### src/rtl/arm_pkg.sv
// Shared instruction-word layout and types for the ARM fetch path.
package arm_pkg;
    localparam int INSTR_W   = 32;
    localparam int COND_LSB  = 28;
    localparam int COND_W    = 4;
    localparam int OP_LSB    = 26;
    localparam int OP_W      = 2;
    localparam int FUNCT_LSB = 20;
    localparam int FUNCT_W   = 6;
    localparam int RD_LSB    = 12;
    localparam int RD_W      = 4;

    typedef logic [INSTR_W-1:0] word_t;

    localparam word_t RESET_VECTOR_DFLT = 32'h0000_0000;
endpackage

### src/rtl/instr_queue.sv
// Small synchronous FIFO with a head that is visible combinationally.
// Flush wins over a push in the same cycle.
module instr_queue #(
    parameter int DEPTH = 2,
    parameter int W     = 64
) (
    input  logic                   clk,
    input  logic                   reset,
    input  logic                   i_push,
    input  logic [W-1:0]           i_push_data,
    input  logic                   i_pop,
    input  logic                   i_flush,
    output logic [W-1:0]           o_head,
    output logic                   o_full,
    output logic                   o_empty,
    output logic [$clog2(DEPTH):0] o_count
);
    localparam int AW = $clog2(DEPTH);
    localparam int CW = AW + 1;

    logic [W-1:0]  r_mem [DEPTH];
    logic [AW-1:0] r_wr_ptr;
    logic [AW-1:0] r_rd_ptr;
    logic [CW-1:0] r_count;

    always_ff @(posedge clk) begin
        if (reset || i_flush) begin
            r_wr_ptr <= '0;
            r_rd_ptr <= '0;
            r_count  <= '0;
        end else begin
            if (i_push) r_wr_ptr <= r_wr_ptr + AW'(1);
            if (i_pop)  r_rd_ptr <= r_rd_ptr + AW'(1);
            r_count <= r_count + CW'(i_push) - CW'(i_pop);
        end
    end

    always_ff @(posedge clk) begin
        if (i_push && !i_flush && !reset) r_mem[r_wr_ptr] <= i_push_data;
    end

    assign o_head  = r_mem[r_rd_ptr];
    assign o_full  = (r_count == CW'(DEPTH));
    assign o_empty = (r_count == '0);
    assign o_count = r_count;
endmodule

### src/rtl/fetch_unit.sv
// Instruction fetch stage: owns the PC, issues in-order word fetches and
// buffers returned words with their PC for the decoder.
module fetch_unit
    import arm_pkg::*;
#(
    parameter int    DEPTH        = 2,
    parameter word_t RESET_VECTOR = RESET_VECTOR_DFLT
) (
    input  logic                 clk,
    input  logic                 reset,
    output logic                 imem_req_valid,
    input  logic                 imem_req_ready,
    output logic [INSTR_W-1:0]   imem_addr,
    input  logic                 imem_resp_valid,
    input  logic [INSTR_W-1:0]   imem_resp_data,
    input  logic                 stall,
    input  logic                 pc_src,
    input  logic [INSTR_W-1:0]   branch_target,
    output logic                 instr_valid,
    output logic [INSTR_W-1:0]   instr,
    output logic [INSTR_W-1:0]   pc_plus8,
    output logic [OP_W-1:0]      op,
    output logic [COND_W-1:0]    cond,
    output logic [FUNCT_W-1:0]   funct,
    output logic [RD_W-1:0]      rd
);
    localparam int CW = $clog2(DEPTH) + 1;

    word_t         r_pc;
    logic [CW-1:0] r_inflight;
    logic [CW-1:0] r_drop;
    word_t         r_hold_instr;
    word_t         r_hold_pc8;

    logic              w_credit;
    logic              w_hs;
    logic              w_resp_keep;
    logic              w_push;
    logic              w_pop;
    word_t             w_af_head;
    logic              w_af_full;
    logic              w_af_empty;
    logic [CW-1:0]     w_af_count;
    logic [2*INSTR_W-1:0] w_iq_head;
    logic              w_iq_full;
    logic              w_iq_empty;
    logic [CW-1:0]     w_iq_count;
    word_t             w_q_pc8;
    word_t             w_head_instr;
    word_t             w_head_pc8;

    // Credits cover queued words plus live fetches, so a returning word always has a slot.
    assign w_credit       = ({1'b0, w_iq_count} + {1'b0, r_inflight}) < (CW+1)'(DEPTH);
    assign imem_req_valid = !reset && !pc_src && w_credit;
    assign imem_addr      = r_pc;
    assign w_hs           = imem_req_valid && imem_req_ready;
    assign w_resp_keep    = imem_resp_valid && (r_drop == '0);
    assign w_push         = w_resp_keep && !pc_src;
    assign instr_valid    = !reset && !w_iq_empty;
    assign w_pop          = instr_valid && !stall && !pc_src;

    instr_queue #(.DEPTH(DEPTH), .W(INSTR_W)) u_addr_fifo (
        .clk         (clk),
        .reset       (reset),
        .i_push      (w_hs),
        .i_push_data (r_pc),
        .i_pop       (w_resp_keep),
        .i_flush     (pc_src),
        .o_head      (w_af_head),
        .o_full      (w_af_full),
        .o_empty     (w_af_empty),
        .o_count     (w_af_count)
    );

    instr_queue #(.DEPTH(DEPTH), .W(2*INSTR_W)) u_instr_queue (
        .clk         (clk),
        .reset       (reset),
        .i_push      (w_push),
        .i_push_data ({w_af_head, imem_resp_data}),
        .i_pop       (w_pop),
        .i_flush     (pc_src),
        .o_head      (w_iq_head),
        .o_full      (w_iq_full),
        .o_empty     (w_iq_empty),
        .o_count     (w_iq_count)
    );

    // A redirect turns everything still outstanding into responses to discard.
    always_ff @(posedge clk) begin
        if (reset) begin
            r_pc       <= RESET_VECTOR;
            r_inflight <= '0;
            r_drop     <= '0;
        end else if (pc_src) begin
            r_pc       <= {branch_target[INSTR_W-1:2], 2'b00};
            r_inflight <= '0;
            r_drop     <= r_drop + r_inflight - CW'(imem_resp_valid);
        end else begin
            if (w_hs) r_pc <= r_pc + 32'd4;
            r_inflight <= r_inflight + CW'(w_hs) - CW'(w_resp_keep);
            if (imem_resp_valid && (r_drop != '0)) r_drop <= r_drop - CW'(1);
        end
    end

    assign w_q_pc8 = w_iq_head[2*INSTR_W-1:INSTR_W] + 32'd8;

    always_ff @(posedge clk) begin
        if (reset) begin
            r_hold_instr <= '0;
            r_hold_pc8   <= '0;
        end else if (instr_valid) begin
            r_hold_instr <= w_iq_head[INSTR_W-1:0];
            r_hold_pc8   <= w_q_pc8;
        end
    end

    always_comb begin
        w_head_instr = r_hold_instr;
        w_head_pc8   = r_hold_pc8;
        if (reset) begin
            w_head_instr = '0;
            w_head_pc8   = '0;
        end else if (!w_iq_empty) begin
            w_head_instr = w_iq_head[INSTR_W-1:0];
            w_head_pc8   = w_q_pc8;
        end
    end

    assign instr    = w_head_instr;
    assign pc_plus8 = w_head_pc8;
    assign cond     = w_head_instr[COND_LSB +: COND_W];
    assign op       = w_head_instr[OP_LSB +: OP_W];
    assign funct    = w_head_instr[FUNCT_LSB +: FUNCT_W];
    assign rd       = w_head_instr[RD_LSB +: RD_W];

    a_resp_expected: assert property (@(posedge clk) disable iff (reset)
        imem_resp_valid |-> ((r_drop != '0) || !w_af_empty));
    a_push_room: assert property (@(posedge clk) disable iff (reset)
        w_push |-> !w_iq_full);
    a_addr_room: assert property (@(posedge clk) disable iff (reset)
        w_hs |-> !w_af_full);
    a_addr_track: assert property (@(posedge clk) disable iff (reset)
        w_af_count == r_inflight);
endmodule

### config.mk
export PLATFORM = sky130hd
export DESIGN_NAME = fetch_unit
export DESIGN_NICKNAME = d
export VERILOG_FILES = /design/src/rtl/arm_pkg.sv /design/src/rtl/instr_queue.sv /design/src/rtl/fetch_unit.sv
export SDC_FILE = /design/constraint.sdc
export NUM_CORES = 1
export LEC_CHECK = 0
export BUFFER_PORTS_ARGS = -buffer_cell sky130_fd_sc_hd__clkbuf_2
export CAP_MARGIN = 10
export CORE_MARGIN = 4
export CORE_UTILIZATION = 30
export DETAILED_ROUTE_END_ITERATION = 7
export HOLD_SLACK_MARGIN = 0.08
export PLACE_DENSITY_LB_ADDON = 0.05
export REMOVE_ABC_BUFFERS = 1
export SETUP_SLACK_MARGIN = 0.02
export SLEW_MARGIN = 0
export SYNTH_ARGS = -nofsm -noshare
export SYNTH_HDL_FRONTEND = slang
export SYNTH_SLANG_ARGS = --single-unit
### constraint.sdc
create_clock -name clk -period 8.9 [get_ports clk]
set_input_delay 0.445 -clock clk [delete_from_list [all_inputs] [get_ports clk]]
set_output_delay 0.445 -clock clk [all_outputs]
set_load 0.05 [all_outputs]
==> out/summary.txt <==
Status: finished clean
Die X: 210.0 µm
Residual DRC: 0
Worst setup path category: reg -> out
Critical-path maximum fanout: 53
Layout cells sized above 1: 25.43%
Fmax: 0.2195 GHz
DR top layer: met4
PortBufs: 177
First-pass GRT wire length: 47.14 mm
Final max-slew violation count: 0
Root buf cell: clkbuf_16
Area occupied by multi-input gates: 4199 µm²
Post-route ant nets: 0
Final hold vios: 0
Min Tclk post-route: 4.555 ns
Storage cell area: 7612 µm²
Sw Share: 24.46%
Clock buffer depth: 3
Core ar.: 40,010 µm²
Synthesized area: 12,240 µm²
Area grow syn2layout: 21.86%
Combinational Power Share: 9.1%
Most frequent cell after synthesis: edfxtp_1
Starting Density: 30.58%
Hpwl dp: 19.85 mm
H-tree levels: 2
Placement Rows: 73
M1 WL: 14.82 mm
Met2 wire length: 13.33 mm
Psw: 785.4 µW
Synthesized area per cell: 12.21 µm²
CP Data Arrival Time: 4.11 ns
Main synth FF type: edfxtp_1
Routed WL per cell: 17.42 µm
Dpl cell area: 13,520 µm²
Vias in the first global route: 8,007
# fillers: 3,991
FF+latch count, synth: 288
CTS tree: yes
Worst Setup Start Kind: register
Final worst path period share: 51.18%
Worst-path clk slew: 0.06 ns
Synth top cells by count: edfxtp_1, o21ai_0, dfxtp_1, nand2_1, mux2i_1
Antenna cells: 0
DR iter-0 viols: 301
IO Count: 184
Largest cells by area after synthesis: edfxtp_1, dfxtp_1, o21ai_0
Pin count of the biggest net entering global routing: 92
Met3 Wirelength: 1.496 mm
Synth async-reset ratio: 0%
EDFF count, synth: 184
Clock power share: 43.9%
Drt total wl: 30.24 mm
Lkg Pwr: 5.419 nW
Int Pwr: 2.426 mW
Nets: 1,265
Global Route Usage Sum: 13.55%
Initial antenna violation count: 0
# Post-CTS Setup Buffers: 0
Crit path required time: 8.46 ns
Initial DRT Pass Iterations: 4
Clk sink count: 288
Synth warn: 0
Setup Viol. Count Final: 0
Distinct cells, synth: 64
Setup TNS: 0 ns
Max-cap violations: 0
Least-Margin Pin Slew: 0.9538 ns
Reg power frac: 47.0%
Sequential area share after synthesis: 62.17%
Remaining Overflow, GRT: 0
Post-route clock skew: 0.01068 ns
Power per standard cell area: 215.4 nW/µm²
Maximum VDD drop: 0.1152 mV
Design area: 14,910 µm²
CTS Buf Count: 36
Via count: 8,257
GPL Wtd Cong: 0.7288
Chip height: 210.0 µm
Worst-skew pair later-pin latency: 0.53 ns
Syn Inst Count: 1,002
Setup crit end kind: output pin
Min-delay worst type: in -> reg
Leading area contributor after synthesis: edfxtp_1
Die area: 44,080 µm²
Slew margin rel.: 36.17%
Vias per cell: 4.756
Post-synth top area share: 45.16%
Unrepaired setup endpoints after global routing: no
## timing repair
action                    in CTS  in global routing
hold buffers                  25                  0
hold endpoints to repair      47                  0
resized for setup              0                  0
## critical path, stage by stage, from the launching register on
cell and delay, ns:
dfxtp_4 0.67, buf_4 0.74, nand4_1 0.39, a211oi_2 0.53, nand4_2 0.24, or3_1 0.43
a32o_1 0.31, clkbuf_2 0.25
## through the flow
step           total power [mW]  util (%)  setup slack [ns]  cells  hold slack, ns
5_1_grt                   3.363     37.27             3.982   1736         0.08984
3_3_place_gp              1.824     33.80             4.787   1647          0.4219
3_5_place_dp              1.827     33.80             4.772   1647          0.4310
4_1_cts                   3.280     37.27             4.191   1736         0.08029
6_report                  3.212     37.27             4.345   1736          0.1225
2_1_floorplan             1.727         -             2.511    931          0.4146
## cell type report
cell class	count	area share, %
tap	525	4.405
multi-input combinational	626	28.16
inverter	17	0.4280
sequential	288	51.05
clock inverter	17	1.032
clock buffer	47	6.596
timing repair buffer	216	8.324
## path summary, 6_finish.rpt
kind	from	end	slack, ns	cells past startpoint
worst max-delay path	register	pc_plus8[28]	4.35	7
worst min-delay path	imem_resp_data[17]	u_instr_queue.r_mem[1][17]$_DFFE_PP_	0.12	1
worst max register to register	register	r_hold_pc8[28]$_SDFFE_PP0N_	5.50	6
worst min register to register	r_hold_instr[1]$_SDFFE_PP0N_	r_hold_instr[1]$_SDFFE_PP0N_	0.44	2
## registers in the layout (all words and copies together), names as in the netlist, named ones only
signal	count
r_inflight	2
u_addr_fifo.r_wr_ptr	1
u_instr_queue.r_wr_ptr	1
u_addr_fifo.r_rd_ptr	1
r_hold_instr	32
u_addr_fifo.r_mem	60
imem_addr	30
r_drop	2
u_instr_queue.r_mem	124
r_hold_pc8	30
u_instr_queue.o_count	2
u_instr_queue.r_rd_ptr	1
## layer usage
| metal | vias up | track usage (%) |
|---|---|---|
| met3 | 43 | 3.125 |
| li1 | 4109 | - |
| met4 | 0 | 3.713 |
| met1 | 3911 | 19.03 |
| met5 | - | 0 |
| met2 | 194 | 21.22 |
## layout by cell type, fill, tap and decap left out, types with 8 or more instances in the layout
master,count
xnor2_1,19
clkbuf_16,37
clkbuf_1,8
nand4_1,27
ha_1,9
inv_1,16
nor2_1,37
mux2i_1,54
a31oi_1,19
buf_4,14
nand2_1,104
mux2_2,46
nand3_1,30
nor3_1,8
dfxtp_1,102
dlygate4sd3_1,25
and3_1,10
clkbuf_2,177
o21ai_0,109
edfxtp_1,184
a21oi_1,25
## power groups by stage
| stage | sequential (mW) | clock, mW | combinational [mW] |
|---|---|---|---|
| final | 1.51 | 1.41 | 0.292 |
| after global routing | 1.52 | 1.53 | 0.320 |
| after CTS | 1.51 | 1.47 | 0.298 |
| after detailed placement | 1.54 | 0 | 0.287 |
| after global placement | 1.54 | 0 | 0.286 |
| after floorplan | 1.56 | 0 | 0.171 |
## cells by family (layout without fill, tap and decap cells)
family,count (synthesis),count (layout),share of synthesized area [%]
flip-flops,288,288,62.17
AND/OR/NAND/NOR,271,271,11.51
AO/OA/AOI/OAI,214,214,10.75
multiplexers,101,101,8.743
buffers and inverters,91,297,3.845
XOR/XNOR,26,26,1.861
adder cells (fa/ha/maj),10,10,1.084
other,1,4,0.03065
Power figures use the tool's default switching activity.
